$ cat config.mk
export PLATFORM = sky130hd
export DESIGN_NAME = serial_sub_ctrl
export DESIGN_NICKNAME = d
export VERILOG_FILES = /design/src/rtl/serial_sub_ctrl.sv
export SDC_FILE = /design/constraint.sdc
export NUM_CORES = 1
export LEC_CHECK = 0
export CORE_MARGIN = 1.5
export CORE_UTILIZATION = 53
export DETAILED_ROUTE_END_ITERATION = 8
export GPL_TIMING_DRIVEN = 0
export PLACE_DENSITY = 0.91
export SLEW_MARGIN = 20
export SYNTH_ARGS = -nofsm -noshare
export SYNTH_HDL_FRONTEND = slang
export SYNTH_SLANG_ARGS = --single-unit
export TNS_END_PERCENT = 20
$ cat constraint.sdc
create_clock -name clock -period 3.5 [get_ports clock]
set_input_delay 0.35 -clock clock [delete_from_list [all_inputs] [get_ports clock]]
set_output_delay 0.35 -clock clock [all_outputs]
set_load 0.01 [all_outputs]
$ cat src/rtl/serial_sub_ctrl.sv
// Bit-serial A - B - Bin controller driving an external combinational 1-bit full-subtractor cell.
// Latency WIDTH+1 cycles from accepted start to done; start is ignored outside IDLE (no queuing).
module serial_sub_ctrl #(
  parameter int WIDTH = 8,
  parameter int CNT_W = 5
) (
  input  logic             clock,
  input  logic             reset_n,
  input  logic             start,
  input  logic [WIDTH-1:0] a,
  input  logic [WIDTH-1:0] b,
  input  logic             bin,
  output logic             fs_x,
  output logic             fs_y,
  output logic             fs_z,
  input  logic             fs_d,
  input  logic             fs_b,
  output logic             busy,
  output logic             done,
  output logic [WIDTH-1:0] diff,
  output logic             bout
);

  localparam logic [1:0] S_IDLE = 2'd0;
  localparam logic [1:0] S_RUN  = 2'd1;
  localparam logic [1:0] S_DONE = 2'd2;

  logic [1:0]       state_q, state_d;
  logic [WIDTH-1:0] a_sh_q, a_sh_d;
  logic [WIDTH-1:0] b_sh_q, b_sh_d;
  logic [WIDTH-1:0] diff_q, diff_d;
  logic [CNT_W-1:0] cnt_q, cnt_d;
  logic             borrow_q, borrow_d;
  logic             bout_q, bout_d;

  always_comb begin
    state_d  = state_q;
    a_sh_d   = a_sh_q;
    b_sh_d   = b_sh_q;
    diff_d   = diff_q;
    cnt_d    = cnt_q;
    borrow_d = borrow_q;
    bout_d   = bout_q;
    case (state_q)
      S_IDLE: begin
        if (start) begin
          a_sh_d   = a;
          b_sh_d   = b;
          borrow_d = bin;
          cnt_d    = '0;
          diff_d   = '0;
          state_d  = S_RUN;
        end
      end
      S_RUN: begin
        // Result fills from the MSB end so bit 0 lands at diff[0] after WIDTH shifts.
        diff_d   = {fs_d, diff_q[WIDTH-1:1]};
        borrow_d = fs_b;
        a_sh_d   = {1'b0, a_sh_q[WIDTH-1:1]};
        b_sh_d   = {1'b0, b_sh_q[WIDTH-1:1]};
        cnt_d    = cnt_q + 1'b1;
        if (cnt_q == CNT_W'(WIDTH - 1)) begin
          bout_d  = fs_b;
          state_d = S_DONE;
        end
      end
      S_DONE: begin
        state_d = S_IDLE;
      end
      default: begin
        state_d = S_IDLE;
      end
    endcase
  end

  always_ff @(posedge clock or negedge reset_n) begin
    if (!reset_n) begin
      state_q  <= S_IDLE;
      a_sh_q   <= '0;
      b_sh_q   <= '0;
      diff_q   <= '0;
      cnt_q    <= '0;
      borrow_q <= 1'b0;
      bout_q   <= 1'b0;
    end else begin
      state_q  <= state_d;
      a_sh_q   <= a_sh_d;
      b_sh_q   <= b_sh_d;
      diff_q   <= diff_d;
      cnt_q    <= cnt_d;
      borrow_q <= borrow_d;
      bout_q   <= bout_d;
    end
  end

  // Cell inputs are gated so the shared cell sees a quiet 0 pattern outside RUN.
  assign fs_x = (state_q == S_RUN) ? a_sh_q[0] : 1'b0;
  assign fs_y = (state_q == S_RUN) ? b_sh_q[0] : 1'b0;
  assign fs_z = (state_q == S_RUN) ? borrow_q  : 1'b0;

  assign busy = (state_q == S_RUN);
  assign done = (state_q == S_DONE);
  assign diff = diff_q;
  assign bout = bout_q;

endmodule

==> metrics.yaml <==
global_route:
  first_global_vias: 1349
  grt_first_pass_wirelength_mm: 6.04
  grtUsageMet1_pct: 29.2
  antenna_found_initial: 0
  grt_max_degree: 34
  grtUsageMet3_pct: 8.62
  use_met2_pct: 40.4
  overflow: 0
  busiest_layer: "met2"
  grtUsageTotal_pct: 24.0
route:
  wl_per_cell_um: 16.1
  drc: 0
  ant_nets: 0
  via_per_inst: 6.04
  wl_mm: 3.58
  drt_iter0_markers: 58
  firstDrtPassIters: 4
  vias: 1341
clocking:
  cts_tree: "yes"
  clkTransAtPathRegs_ns: 0.11
  numCtsBuffers: 5
  cts_resized: 0
  ctsLongestPathBuffers: 2
  cts_setup_buffers: 0
  ctsHoldBuffers: 0
  cts.sinks: 33
  clk_latency_ns: 0.34
  clockRootBuffer: "clkbuf_4"
  cts_htree_levels: 2
pwr:
  p_seq_share_pct: 41.3
  intPower_mw: 1.05
  swShare_pct: 35.0
  power.share.combinational_pct: 40.2
  power_switching_uw: 563
  p_clk_share_pct: 18.5
  leakage_nw: 0.872
  ir_drop_v: 0.000620
  p_per_area_nw_per_um2: 791
critical_path:
  critPathKind: "register to primary output"
  cp-start-kind: "register"
  end_kind: "primary output"
  worstPathMaxFanout: 10
  worst_ep_arrival_time_ns: 1.97
  reg2reg_depth: 4
  required_ns: 3.15
synthesis:
  synth_nets: 171
  syn_area_um2: 1560
  ys_types: 23
  yosysWarnings: 0
  syn-instance-count: 148
  synth_seq_cells: 33
  yosysSeqAreaShare_pct: 52.8
  syn_area_per_cell_um2: 10.6
sta:
  relSlewSlack_pct: 51.7
  drv_slew: 0
  rsz0062_at_grt: "no"
  finalHoldViolCount: 0
  setup-violations-final: 0
  period_needed_ns: 2.32
  post-route-period-util_pct: 66.2
  max_freq_mhz: 431
  tns_ns: 0
  tightest_slew_ns: 0.725
  fin_skew_ns: 0.0178
flow_run:
  max-cap-violations: 0
die:
  die_w_um: 57.3
  die_area_um2: 3290
  coreArea_um2: 2780
  start_util_pct: 56.2
  ios: 36
  die_height_um: 57.3
  row_count: 19
layout:
  fin_area_um2: 2030
  layout_commonest_cell: "clkdlybuf4s50_1"
  layout_common_cells: "clkdlybuf4s50_1, dfrtp_1, nor2b_1"
  fillers: 204
  syn_to_final_growth_pct: 30.0
  instances_no_fill: 222
  insertedDiodeCount: 0
  multi_input_area_um2: 671
  regArea_um2: 826
  layout-drive-gt1-share_pct: 11.0
  nets: 213
placement:
  place_area_um2: 1950
  place_inst: 214
  io_buffer_count: 35
  dp_hpwl_mm: 2.41
  gp_congestion: 0.789
hold_path:
  hold_path.class: "input port to async pin"
run_status:
  status: "finished, final reports clean"
routing by layer:
metal | vias to the layer above | wire length [µm]
met5 | - | 0
met4 | 0 | 37
met3 | 4 | 245
met2 | 48 | 1770
met1 | 668 | 1530
li1 | 621 | -
critical path, stage by stage (launching register included):
cell and delay, ns:
dfrtp_1 0.43, buf_2 0.25, buf_2 0.25, nor2b_1 0.16
clkdlybuf4s50_1 0.54
cells in the mapped netlist (all sizes together):
cell	number	area [µm²]
a21oi	17	85.1
a22oi	15	113
clkbuf	2	7.51
nor2b	19	119
o21ai	20	100
buf	10	56.3
nand2	4	15.0
nand2b	3	26.3
o21bai	1	7.51
dfrtp	33	826
nor4	1	21.3
mux2	1	11.3
o22ai	1	6.26
nand4	2	12.5
and2	3	18.8
ha	1	12.5
a22o	10	87.6
nor3	1	5.00
inv	1	3.75
mux2i	3	30.0
cell type report:
type / instances / share of cell area (%)
Buffer: 12 / 3.14
Inverter: 1 / 0.185
Clock inverter: 1 / 1.48
Tap cell: 31 / 1.91
Clock buffer: 7 / 2.71
Multi-Input combinational cell: 102 / 33.0
Sequential cell: 33 / 40.6
Timing Repair Buffer: 35 / 17.0
stage by stage:
stage	power [mW]	hold slack (ns)	setup WS [ns]	utilization, %
3_5_place_dp	1.31	0.452	1.58	70.0
5_1_grt	1.72	0.0980	1.07	73.1
2_1_floorplan	1.04	0.0544	2.17	-
6_report	1.61	0.0549	1.18	73.1
4_1_cts	1.62	0.0798	1.17	73.1
3_3_place_gp	1.28	0.469	1.50	70.2
flip-flops by register name (all words and copies together) (netlist names):
register,cells
b_sh_q,8
cnt_q,5
state_q,2
borrow_q,1
bout,1
a_sh_q,8
diff,8
kinds of logic (layout without fill, tap and decap cells):
| group | after synthesis | count (layout) | share of synthesized area [%] |
|---|---|---|---|
| adder cells (fa/ha/maj) | 1 | 1 | 0.800 |
| AND/OR/NAND/NOR | 33 | 33 | 13.9 |
| multiplexers | 4 | 4 | 2.64 |
| AO/OA/AOI/OAI | 64 | 64 | 25.5 |
| flip-flops | 33 | 33 | 52.8 |
| buffers and inverters | 13 | 56 | 4.32 |
path summary, 6_finish.rpt:
| kind | slack (ns) | start | to |
|---|---|---|---|
| hold / removal | 0.05 | reset_n | a_sh_q[3]$_DFFE_PN0P_ |
| setup / recovery | 1.18 | state_q[1]$_DFFE_PN0P_ | done |
| min in group clock | 0.49 | bout$_DFFE_PN0P_ | bout$_DFFE_PN0P_ |
| hold reg to reg | 0.49 | bout$_DFFE_PN0P_ | bout$_DFFE_PN0P_ |
| max in group asynchronous | 2.96 | reset_n | cnt_q[0]$_DFFE_PN0P_ |
| setup reg to reg | 2.14 | cnt_q[1]$_DFFE_PN0P_ | bout$_DFFE_PN0P_ |
power by group through the flow:
stage	clock network (mW)	registers, mW	logic (mW)
after floorplan	0	0.658	0.379
after global placement	0	0.655	0.625
after detailed placement	0	0.666	0.643
after CTS	0.304	0.662	0.651
after global routing	0.323	0.684	0.710
final	0.297	0.665	0.646
No activity file was read; power rests on OpenSTA's default activity.
